`src/rtl/amp_pkg.sv`:
```
// amp_pkg: shared state encoding for the amplifier power sequencer
package amp_pkg;
  localparam int STATE_W = 3;
  typedef enum logic [STATE_W-1:0] {
    OFF        = 3'd0,
    EN_WAIT    = 3'd1,
    CFG        = 3'd2,
    RUN        = 3'd3,
    MUTE_DN    = 3'd4,
    FAULT_COOL = 3'd5,
    LOCKOUT    = 3'd6
  } state_e;
endpackage

```
`src/rtl/amp_err_filter.sv`:
```
// amp_err_filter: per-channel consecutive-low counter on active-low amp error flags
module amp_err_filter #(
  parameter int N_AMP    = 2,
  parameter int ERR_FILT = 4
) (
  input  logic             clk_in,
  input  logic             reset,
  input  logic             clr_i,
  input  logic [N_AMP-1:0] nerror_i,
  output logic             err_any_o
);
  localparam int CW = $clog2(ERR_FILT + 1);
  logic [N_AMP-1:0][CW-1:0] cnt_q, cnt_d;
  logic [N_AMP-1:0] hit;
  // count consecutive low samples, saturating; the threshold is judged on the updated count
  always_comb begin
    for (int i = 0; i < N_AMP; i++) begin
      cnt_d[i] = (clr_i || nerror_i[i]) ? '0 : (cnt_q[i] == CW'(ERR_FILT)) ? cnt_q[i] : cnt_q[i] + 1'b1;
      hit[i] = cnt_d[i] == CW'(ERR_FILT);
    end
  end
  assign err_any_o = |hit;
  // counter registers
  always_ff @(posedge clk_in) begin
    if (reset) cnt_q <= '0;
    else cnt_q <= cnt_d;
  end
endmodule

```
`src/rtl/amp_seq_ctrl.sv`:
```
// amp_seq_ctrl: enable/config/unmute sequencer with filtered fault detection and timed retry
module amp_seq_ctrl
  import amp_pkg::*;
#(
  parameter int N_AMP     = 2,
  parameter int TIMER_W   = 16,
  parameter int T_EN      = 1000,
  parameter int T_CFG_TO  = 4000,
  parameter int T_MUTE    = 200,
  parameter int T_COOL    = 8000,
  parameter int ERR_FILT  = 4,
  parameter int RETRY_MAX = 3
) (
  input  logic               clk_in,
  input  logic               reset,
  input  logic               enable_in,
  input  logic               audio_locked_in,
  input  logic               cfg_done_in,
  input  logic [N_AMP-1:0]   nerror_in,
  output logic [N_AMP-1:0]   nenable_out,
  output logic [N_AMP-1:0]   nmute_out,
  output logic               send_config_out,
  output logic               fault_out,
  output logic [2:0]         retry_cnt_out,
  output logic [STATE_W-1:0] state_out
);
  localparam logic [TIMER_W-1:0] L_EN   = TIMER_W'(T_EN - 1);
  localparam logic [TIMER_W-1:0] L_CFG  = TIMER_W'(T_CFG_TO - 1);
  localparam logic [TIMER_W-1:0] L_MUTE = TIMER_W'(T_MUTE - 1);
  localparam logic [TIMER_W-1:0] L_COOL = TIMER_W'(T_COOL - 1);
  localparam logic [2:0] R_MAX = 3'(RETRY_MAX);
  state_e state_q, state_d;
  logic [TIMER_W-1:0] timer_q, timer_d, load;
  logic [2:0] retry_q, retry_d;
  logic err, active, tmo;
  assign active = state_q inside {EN_WAIT, CFG, RUN};
  assign tmo = timer_q == '0;
  amp_err_filter #(.N_AMP(N_AMP), .ERR_FILT(ERR_FILT)) u_filt (
    .clk_in    (clk_in),
    .reset     (reset),
    .clr_i     (!active),
    .nerror_i  (nerror_in),
    .err_any_o (err)
  );
  // next state and retry count; fault beats shutdown beats normal progress
  always_comb begin
    state_d = state_q;
    retry_d = retry_q;
    case (state_q)
      OFF: if (enable_in) state_d = EN_WAIT;
      EN_WAIT, CFG, RUN:
        if (err) state_d = FAULT_COOL;
        else if (!enable_in) state_d = MUTE_DN;
        else if (state_q == EN_WAIT && tmo) state_d = CFG;
        else if (state_q == CFG && cfg_done_in) state_d = RUN;
        else if (state_q == CFG && tmo) state_d = FAULT_COOL;
      MUTE_DN: if (tmo) state_d = OFF;
      FAULT_COOL:
        if (!enable_in) state_d = OFF;
        else if (tmo && retry_q < R_MAX) begin
          state_d = EN_WAIT;
          retry_d = retry_q + 1'b1;
        end else if (tmo) state_d = LOCKOUT;
      LOCKOUT: if (!enable_in) state_d = OFF;
      default: state_d = OFF;
    endcase
    if (state_d inside {OFF, MUTE_DN}) retry_d = '0;
  end
  // shared down-counter reloads on every state change so each wait state lasts exactly T cycles
  always_comb begin
    load = state_d == EN_WAIT ? L_EN : state_d == CFG ? L_CFG : state_d == MUTE_DN ? L_MUTE :
           state_d == FAULT_COOL ? L_COOL : '0;
    timer_d = state_d != state_q ? load : tmo ? '0 : timer_q - 1'b1;
  end
  // state, timer, retry and registered pin outputs derived from the state being entered
  always_ff @(posedge clk_in) begin
    if (reset) begin
      state_q         <= OFF;
      timer_q         <= '0;
      retry_q         <= '0;
      nenable_out     <= '1;
      nmute_out       <= '0;
      send_config_out <= 1'b0;
      fault_out       <= 1'b0;
    end else begin
      state_q         <= state_d;
      timer_q         <= timer_d;
      retry_q         <= retry_d;
      nenable_out     <= {N_AMP{state_d inside {OFF, FAULT_COOL, LOCKOUT}}};
      nmute_out       <= {N_AMP{state_q == RUN && state_d == RUN && audio_locked_in}};
      send_config_out <= state_d == CFG;
      fault_out       <= state_d inside {FAULT_COOL, LOCKOUT};
    end
  end
  assign retry_cnt_out = retry_q;
  assign state_out = state_q;
endmodule
```
`config.mk`:
```
export PLATFORM = sky130hd
export DESIGN_NAME = amp_seq_ctrl
export DESIGN_NICKNAME = d
export VERILOG_FILES = /design/src/rtl/amp_pkg.sv /design/src/rtl/amp_err_filter.sv /design/src/rtl/amp_seq_ctrl.sv
export SDC_FILE = /design/constraint.sdc
export NUM_CORES = 1
export LEC_CHECK = 0
export BUFFER_PORTS_ARGS = -buffer_cell sky130_fd_sc_hd__buf_2
export CORE_MARGIN = 2
export CORE_UTILIZATION = 40
export DETAILED_ROUTE_END_ITERATION = 8
export MAX_ROUTING_LAYER = met4
export PLACE_DENSITY = 0.57
export SETUP_SLACK_MARGIN = 0.3
export SLEW_MARGIN = 25
export SYNTH_ARGS = -nofsm -noshare
export SYNTH_HDL_FRONTEND = slang
export SYNTH_SLANG_ARGS = --single-unit
```
`constraint.sdc`:
```
create_clock -name clk_in -period 4.13 [get_ports clk_in]
set_input_delay 0.413 -clock clk_in [delete_from_list [all_inputs] [get_ports clk_in]]
set_output_delay 0.413 -clock clk_in [all_outputs]
set_load 0.02 [all_outputs]
```
Word level (Yosys, flattened, before mapping)
Cells that the tools add are included.
- output and inout port bits: 12
- input port bits: 7
- word-level logic and storage cells: 73
- flip-flop bits (word level): 32
- multiplexer cells: 22
- equal/unequal tests: 17
- order comparisons: 1
- add/subtract/negate cells: 4
- reductions and logical operators: 20
- operator list (cell ; number):
    13-bit 2-to-1 mux ; 4
    3-bit 2-to-1 mux ; 15
    16-bit 2-to-1 mux ; 2
    3-bit == test (second input constant) ; 10
    16-bit logical NOT ; 1
    16-bit by 1-bit subtractor with 16-bit output (second input constant) ; 1
    3-bit case mux with 5 select lines ; 1
    3-bit by 2-bit == test with 1-bit output (second input constant) ; 4
    3-bit by 1-bit adder with 3-bit output (second input constant) ; 3
    3-bit by 1-bit == test with 1-bit output (second input constant) ; 2
    1-bit logical AND ; 6
    3-bit logical NOT ; 2
    3-bit nonzero test ; 2
    2-bit nonzero test ; 2
    2-bit OR reduction ; 2
    3-bit by 2-bit less-than comparator with 1-bit output (second input constant) ; 1
    3-bit inequality test ; 1
    3-bit AND reduction ; 1
    3-bit OR reduction ; 1
    1-bit logical OR ; 2
    1-bit logical NOT ; 1

Logic depth before layout (Yosys ltp)
Gate-level depths: netlist of the first run.
- depth after elaboration: 15
- mapped depth: 12
- depth with buffers taken out: 10

By module
Synthesis of the first run repeated with hierarchy kept, for this count alone.
- cells, all modules: 215
- area, all modules: 1816.7 um^2
- by module, submodules not included (module ; area each (um^2) ; times used ; cells an instance):
    amp_seq_ctrl ; 1483.9 ; 1 ; 180
    amp_err_filter ; 332.8 ; 1 ; 35

Worst setup path after synthesis of the first run
No wires, ideal clock.
- path type: register to register
- start: register u_filt.cnt_q[0] (netlist bit)
- end: register timer_q[5]
- arrival: 2.492 ns
- slack: 1.509 ns
- required time: 4.001 ns
- period minus slack after synthesis: 2.621 ns
- library setup time: 0.129 ns
- cell stages (with the launch flop): 13
- cells stage by stage: dfxtp_1 > inv_1 > ha_1 > and3b_1 > a311oi_1 > o2bb2ai_2 > a2111oi_2 > buf_4 > nor3b_2 > o221a_2 > buf_6 > mux2i_1 > nor2_1
- cells in the longest elaborated chain, start to end: 13
- ends and longest elaborated chain (what ; line ; source):
    from (decl) ; amp_err_filter.sv:13 ; logic [N_AMP-1:0][CW-1:0] cnt_q, cnt_d;
    from (signal assigned) ; amp_err_filter.sv:26 ; else cnt_q <= cnt_d;
    3-bit by 1-bit adder with 3-bit output or 3-bit == test (tied branches) ; amp_err_filter.sv:18 ; cnt_d[i] = (clr_i || nerror_i[i]) ? '0 : (cnt_q[i] == CW'(ERR_FILT)) ? cnt_q[i] : cnt_q[i] + 1'b1;
    3-bit 2-to-1 mux * (2 in series) ; amp_err_filter.sv:18 ;
    3-bit == test * ; amp_err_filter.sv:19 ; hit[i] = cnt_d[i] == CW'(ERR_FILT);
    2-bit OR reduction * ; amp_err_filter.sv:22 ; assign err_any_o = |hit;
    3-bit 2-to-1 mux * ; amp_seq_ctrl.sv:52 ; if (err) state_d = FAULT_COOL;
    3-bit case mux with 5 select lines * ; amp_seq_ctrl.sv:49 ; case (state_q)
    3-bit == test ; amp_seq_ctrl.sv:72 ; state_d == FAULT_COOL ? L_COOL : '0;
    13-bit 2-to-1 mux ; amp_seq_ctrl.sv:72 ;
    13-bit 2-to-1 mux (3 in series) ; amp_seq_ctrl.sv:71 ; load = state_d == EN_WAIT ? L_EN : state_d == CFG ? L_CFG : state_d == MUTE_DN ? L_MUTE :
    16-bit 2-to-1 mux * ; amp_seq_ctrl.sv:73 ; timer_d = state_d != state_q ? load : tmo ? '0 : timer_q - 1'b1;
    to (signal assigned) ; amp_seq_ctrl.sv:87 ; timer_q <= timer_d;
    to (decl) ; amp_seq_ctrl.sv:33 ; logic [TIMER_W-1:0] timer_q, timer_d, load;
Mark *: on every way between the ends. The rest lies on a longest branch, timed or not.
A chain may end at the register's enable or synchronous reset.

Worst setup path after layout of the first run
- start: register timer_q[0]
- end: register timer_q[3]
- cells in the longest elaborated chain, start to end: 14
- ends and longest elaborated chain (what ; line ; source):
    16-bit logical NOT ; amp_seq_ctrl.sv:37 ; assign tmo = timer_q == '0;
    1-bit logical AND ; amp_seq_ctrl.sv:56 ; else if (state_q == CFG && tmo) state_d = FAULT_COOL;
    3-bit 2-to-1 mux ; amp_seq_ctrl.sv:56 ;
    3-bit 2-to-1 mux ; amp_seq_ctrl.sv:55 ; else if (state_q == CFG && cfg_done_in) state_d = RUN;
    3-bit 2-to-1 mux ; amp_seq_ctrl.sv:54 ; else if (state_q == EN_WAIT && tmo) state_d = CFG;
    3-bit 2-to-1 mux ; amp_seq_ctrl.sv:53 ; else if (!enable_in) state_d = MUTE_DN;
    3-bit 2-to-1 mux ; amp_seq_ctrl.sv:52 ;
    3-bit case mux with 5 select lines ; amp_seq_ctrl.sv:49 ;
    3-bit == test ; amp_seq_ctrl.sv:72 ;
    13-bit 2-to-1 mux ; amp_seq_ctrl.sv:72 ;
    13-bit 2-to-1 mux (3 in series) ; amp_seq_ctrl.sv:71 ;
    16-bit 2-to-1 mux * ; amp_seq_ctrl.sv:73 ;
Marks and branches as above.

==> results.yml, run 1 <==
routing:
  vias: 1444
  ant_nets: 0
  via_per_inst: 5.37
  routedWlPerCell_um: 13.6
  first_iter_violations: 62
  dr.pass1.iters: 4
  drc: 0
  wl_um: 3660
logic_synthesis:
  synth_area_mm2: 0.00189
  synth-edff-count: 0
  synth_seq_cells: 32
  synth_top_area_cell: "dfxtp_1"
  yosys-top-cells-area: "dfxtp_1 (34%), xnor2_1 (6.0%), ha_1 (4.6%)"
  synth_cells: 200
  ys.flop_type: "dfxtp_1"
  seq_area_frac_synth_pct: 33.9
  netlist_top_cells_count: "dfxtp_1 (32), nor3_1 (13), xnor2_1 (13), inv_1 (12), nor2_1 (12)"
  synth_top_area_share_pct: 33.9
  ys_warn_count: 0
  async_reset_ff_share_pct: 0
  synth_most_common_cell: "dfxtp_1"
  synth_cell_types: 57
  syn_avg_cell_area_um2: 9.44
  syn_nets: 214
timing:
  fin_tns_setup_ps: 0
  fin_crit_ps: 3000
  fmaxAchievable_mhz: 333
  finalHoldViolations: 0
  rsz0062_at_grt: "false"
  finalSetupViolations: 0
  fin_worst_skew_ps: 4.02
  period_share_pct: 72.7
  maxSlewViolCount: 0
  slew_headroom_pct: 52.8
  max_slew.worst_pin.slew_ps: 702
setup_path:
  crit_fanout: 10
  worst-path-buf-inv: 1
  cp-start-kind: "flop"
  critical-path-top-delay-family: "compound AO/OA/AOI/OAI gates"
  cp_cell_sequence: "inv_1 > ha_1 > nor4b_1 > and4_1 > nand2_2 > a2111oi_2 > a31oi_2 > nand3b_4 > a211o_4 > o21ai_0"
  critPathRequiredTime_ps: 4330
  rrSetupSlack_ps: 1130
  crit_path_top_delay_cell: "a2111oi_2"
  crit_path_end_kind: "flop"
  path_class: "reg -> reg"
  cp.arrival_ps: 3200
  slowest_delay_ps: 550
global_routing:
  grt_pass1_wl_um: 6570
  grtUsageTotal_pct: 16.5
  grt_max_degree: 24
  grt_pass1_vias: 1410
  grt_overflow: 0
  antenna_found_initial: 0
power_and_ir_drop:
  power_density_mw_per_mm2: 651
  total_power_mw: 1.34
  peakVddDrop_v: 0.000276
  leakage_nw: 0.791
placed_design:
  gp_congestion: 0.842
  io_buffers: 18
  dp_hpwl_um: 2660
die:
  die_h_um: 72.7
  rows: 24
  fp.dieArea_mm2: 0.00529
  start_util_pct: 42.5
  ios: 19
  core_area_mm2: 0.00444
  die_x_um: 72.7
final_layout:
  insertedDiodeCount: 0
  syn_to_final_growth_pct: 9.48
  utilization_pct: 46.5
  n_fill_cell: 457
  final_nets: 230
  drive_gt1_share_pct: 23.5
outcome:
  status: "completed"
flow_run:
  drv_cap: 0
cts:
  hold_buffers: 0
  clk_path_buf_depth: 2
  cts_tree: "done"
  cts_resized: 0
  numClockSinks: 32
  clkLatencyLatePin_ps: 290
  h-tree-depth: 2
  clkSlewWorstSetupHoldPaths_ps: 70
  cts_buffers: 5
  cts-root-buf: "clkbuf_8"
  post-cts-setup-buffers: 0
hold_path:
  min_path_type: "in -> reg"
cells by family after synthesis:
| family | share of synthesized area, % |
|---|---|
| simple gates | 25.7 |
| compound gates | 20.3 |
| mux | 1.06 |
| fa+ha+maj | 4.64 |
| xor+xnor | 7.89 |
| buf+inv | 6.43 |
| flops | 33.9 |
report_power, final:
| group | switching [mW] | leakage [nW] | total [mW] | internal [mW] |
|---|---|---|---|---|
| logic | 0.348 | 0.479 | 0.624 | 0.276 |
| registers | 0.0895 | 0.261 | 0.469 | 0.379 |
| clock network | 0.119 | 0.0510 | 0.252 | 0.133 |
final cells by class:
class	instances	area [µm²]	area share, %
sequential	32	641	31.0
multi-input combinational	146	1130	54.5
clock buffer	6	82.6	4.00
tap	52	65.1	3.15
clock inverter	2	10.0	0.484
inverter	12	45.0	2.18
timing repair buffer	19	97.6	4.72
flip-flops by register name (all words and copies together) (netlist names):
signal / count
state_out: 3
fault_out: 1
timer_q: 16
u_filt.cnt_q: 6
retry_cnt_out: 3
send_config_out: 1
nmute_out: 1
nenable_out: 1
final timing paths:
kind | from | to | cells after the start
worst min register to register | timer_q[0] | timer_q[0] | 1
worst max register to register | timer_q[0] | timer_q[3] | 10
worst min-delay path | nerror_in[0] | u_filt.cnt_q[2] | 2
worst max-delay path | timer_q[0] | timer_q[3] | 10
per-layer routing:
| layer | routed length [µm] | share of wire (%) | global-route usage, % |
|---|---|---|---|
| met1 | 1980 | 54 | 23.0 |
| met5 | 0 | 0 | - |
| met2 | 1530 | 42 | 22.6 |
| met3 | 125 | 3.4 | 4.56 |
| met4 | 36 | 0.98 | 6.17 |
cell usage in the layout (no fill, tap or decap), types with 4 or more instances in the layout:
cell and n:
buf_2 18, nand2b_1 4, nand3_1 5, o21ai_0 10
xnor2_1 13, nor2_1 12, nor3_1 13, nor4_1 7
dfxtp_1 32, inv_1 12, ha_1 7, nand2_1 7
a21oi_1 9, nor4b_1 4, clkbuf_8 6, xor2_1 4
worst reg2reg max path: cells and delay by family, from the launching register on:
kind | cells | cell delay (ps)
fa+ha+maj | 1 | 130
compound gates | 4 | 1210
buf+inv | 1 | 80
simple gates | 4 | 1170
flops | 1 | 330
per-stage QoR:
step           setup slack [ps]  area [µm²]  std cells  hold slack, ps
2_1_floorplan              1510        1890        200             452
3_3_place_gp               1150        1970        261             472
3_5_place_dp               1090        1970        261             476
4_1_cts                    1070        2070        269             324
5_1_grt                     822        2070        269             325
6_report                   1130        2070        269             329
(Power assumes the default switching activity.)
==> inputs of run 2 (changes only) <==
==> constraint.sdc (replaced) <==
create_clock -name clk_in -period 2.8 [get_ports clk_in]
set_input_delay 0.28 -clock clk_in [delete_from_list [all_inputs] [get_ports clk_in]]
set_output_delay 0.28 -clock clk_in [all_outputs]
set_load 0.02 [all_outputs]
==> run 2 against run 1 <==
Sequential cell count is the same. Sequential share of layout area decreased by 5.0 points. Core utilization up 9.9 points. Clock power rose by 75%. Fmax rose by 16%. Setup slack got worse by 930 ps. Count of clock-buffer cells in the layout is the same. Power up 82%.
==> results.yml, run 2 (synthesis gave the netlist of run 1 again) <==
timing:
  finalSetupViolations: 0
  slew_headroom_pct: 48.7
  max_slew.worst_pin.slew_ps: 762
  timing.final.ws_setup_ps: 200
  period_share_pct: 92.8
  maxSlewViolCount: 0
  fin_crit_ps: 2600
  fin_tns_setup_ps: 0
  rsz0062_at_grt: "true"
  fin_worst_skew_ps: 6.59
  fmaxAchievable_mhz: 385
  worst_hold_slack_ps: 202
  finalHoldViolations: 0
setup_path:
  crit_fanout: 5
  cp.arrival_ps: 2760
  worst_r2r_path_depth: 11
  cp-start-kind: "flop"
  setup.worst_path.start: "timer_q[1]"
  reg2reg_to: "timer_q[5]"
  reg2reg_from: "timer_q[1]"
  path_class: "reg -> reg"
  rrSetupSlack_ps: 200
  cp-endpoint: "timer_q[5]"
  critPathRequiredTime_ps: 2960
  crit_path_end_kind: "flop"
placed_design:
  io_buffers: 18
  place_ws_ps: 49.6
  gp_congestion: 0.798
  placed_cell_area_mm2: 0.00208
  dp_hpwl_um: 2940
global_routing:
  grt_util_met1_pct: 22.7
  antenna_found_initial: 0
  grt_pass1_vias: 1597
  grt_util_met3_pct: 4.28
  grt_max_degree: 24
  grt_pass1_wl_um: 7380
  grt_overflow: 0
  grtUsageTotal_pct: 18.4
  busiest_layer: "met2"
  met2_usage_pct: 30.0
cts:
  hold_buffers: 0
  clk_path_buf_depth: 2
  cts_buffers: 5
  clkSlewWorstSetupHoldPaths_ps: 60
  cts-root-buf: "clkbuf_8"
  clkLatencyLatePin_ps: 290
  numClockSinks: 32
  cts_tree: "done"
  h-tree-depth: 2
final_layout:
  regMostFlops: "timer_q"
  syn_to_final_growth_pct: 32.7
  final_nets: 256
  largest_register_ffs: 16
  top_regs: "timer_q (16), u_filt.cnt_q (6)"
  insertedDiodeCount: 0
  final_common_cell: "dfxtp_1"
  most-common-layout-cells: "dfxtp_1 (26), buf_4 (21), buf_2 (18)"
  drive_gt1_share_pct: 42.0
  stdcell_area_mm2: 0.00251
  n_fill_cell: 394
routing:
  vias: 1622
  wl_um: 4470
  first_iter_violations: 61
  routedWlPerCell_um: 15.2
  dr.pass1.iters: 5
  via_per_inst: 5.50
  drc: 0
  ant_nets: 0
die:
  core_area_mm2: 0.00444
  fp.dieArea_mm2: 0.00529
  rows: 24
  ios: 19
  start_util_pct: 42.5
  die_h_um: 72.7
  die_x_um: 72.7
power_and_ir_drop:
  power_density_mw_per_mm2: 978
  total_power_mw: 2.45
  peakVddDrop_v: 0.000534
  leakage_nw: 0.957
flow_run:
  drv_cap: 0
hold_path:
  min_path_type: "in -> reg"
outcome:
  status: "completed"
[run 2: cell types whose count changed in the layout (fill, tap and decap cells not counted), sizes merged]
cell / previous run / this run
buf: 19 / 44
clkinv: 2 / 1
nand3: 6 / 7
bufinv: 0 / 1
[run 2: metal layers]
metal | part of all wire (%) | wire, µm
met1 | 47 | 2110
met2 | 48 | 2150
met3 | 3.1 | 137
met4 | 1.5 | 68
met5 | 0 | 0
[run 2: where the power goes]
part | internal, mW | switching [mW] | leakage (nW) | total [mW]
sequential | 0.566 | 0.122 | 0.263 | 0.688
combinational | 0.650 | 0.672 | 0.639 | 1.32
clock | 0.264 | 0.177 | 0.0552 | 0.440
total | 1.48 | 0.971 | 0.957 | 2.45
[run 2: worst max-delay path: stages, from the launching register on]
cell and delay, ps:
dfxtp_2 330, inv_2 80, ha_4 140, nor4b_4 230, nand4_2 210, buf_6 180
a2111oi_4 410, nor3b_4 270, o221a_4 250, buf_6 130, mux2i_1 190, nor2_1 60
[run 2: how the worst min path moves through the flow]
| stage | depth (start not counted) | end | slack, ps | from |
|---|---|---|---|---|
| after global routing | 2 | u_filt.cnt_q[1] | 210 | nerror_in[0] |
| after CTS | 2 | u_filt.cnt_q[1] | 200 | nerror_in[0] |
| final | 2 | u_filt.cnt_q[1] | 200 | nerror_in[0] |
| after floorplan | 1 | u_filt.cnt_q[3] | 350 | nerror_in[1] |
| after global placement | 1 | timer_q[0] | 440 | timer_q[0] |
| after detailed placement | 1 | timer_q[0] | 450 | timer_q[0] |
[run 2: per-stage QoR]
| stage | util [%] | instances |
|---|---|---|
| 2_1_floorplan | - | 200 |
| 6_report | 56.4 | 295 |
| 5_1_grt | 56.4 | 295 |
| 3_5_place_dp | 46.8 | 268 |
| 3_3_place_gp | 46.8 | 268 |
| 4_1_cts | 53.7 | 289 |
[run 2: final cells by class]
| class | instances | area (µm²) | share of cell area (%) |
|---|---|---|---|
| Tap cell | 52 | 65.1 | 2.60 |
| Multi-Input combinational cell | 147 | 1330 | 53.1 |
| Inverter | 12 | 47.5 | 1.90 |
| Timing Repair Buffer | 44 | 304 | 12.1 |
| Clock inverter | 2 | 35.0 | 1.40 |
| Sequential cell | 32 | 651 | 26.0 |
| Clock buffer | 6 | 72.6 | 2.90 |
[run 2: repair_timing]
action                                  CTS  global route
buffers inserted                         13             5
endpoints found under the setup margin   20            21
resized for setup                        24            19
cloned                                    0             1
pin swaps                                 8            14
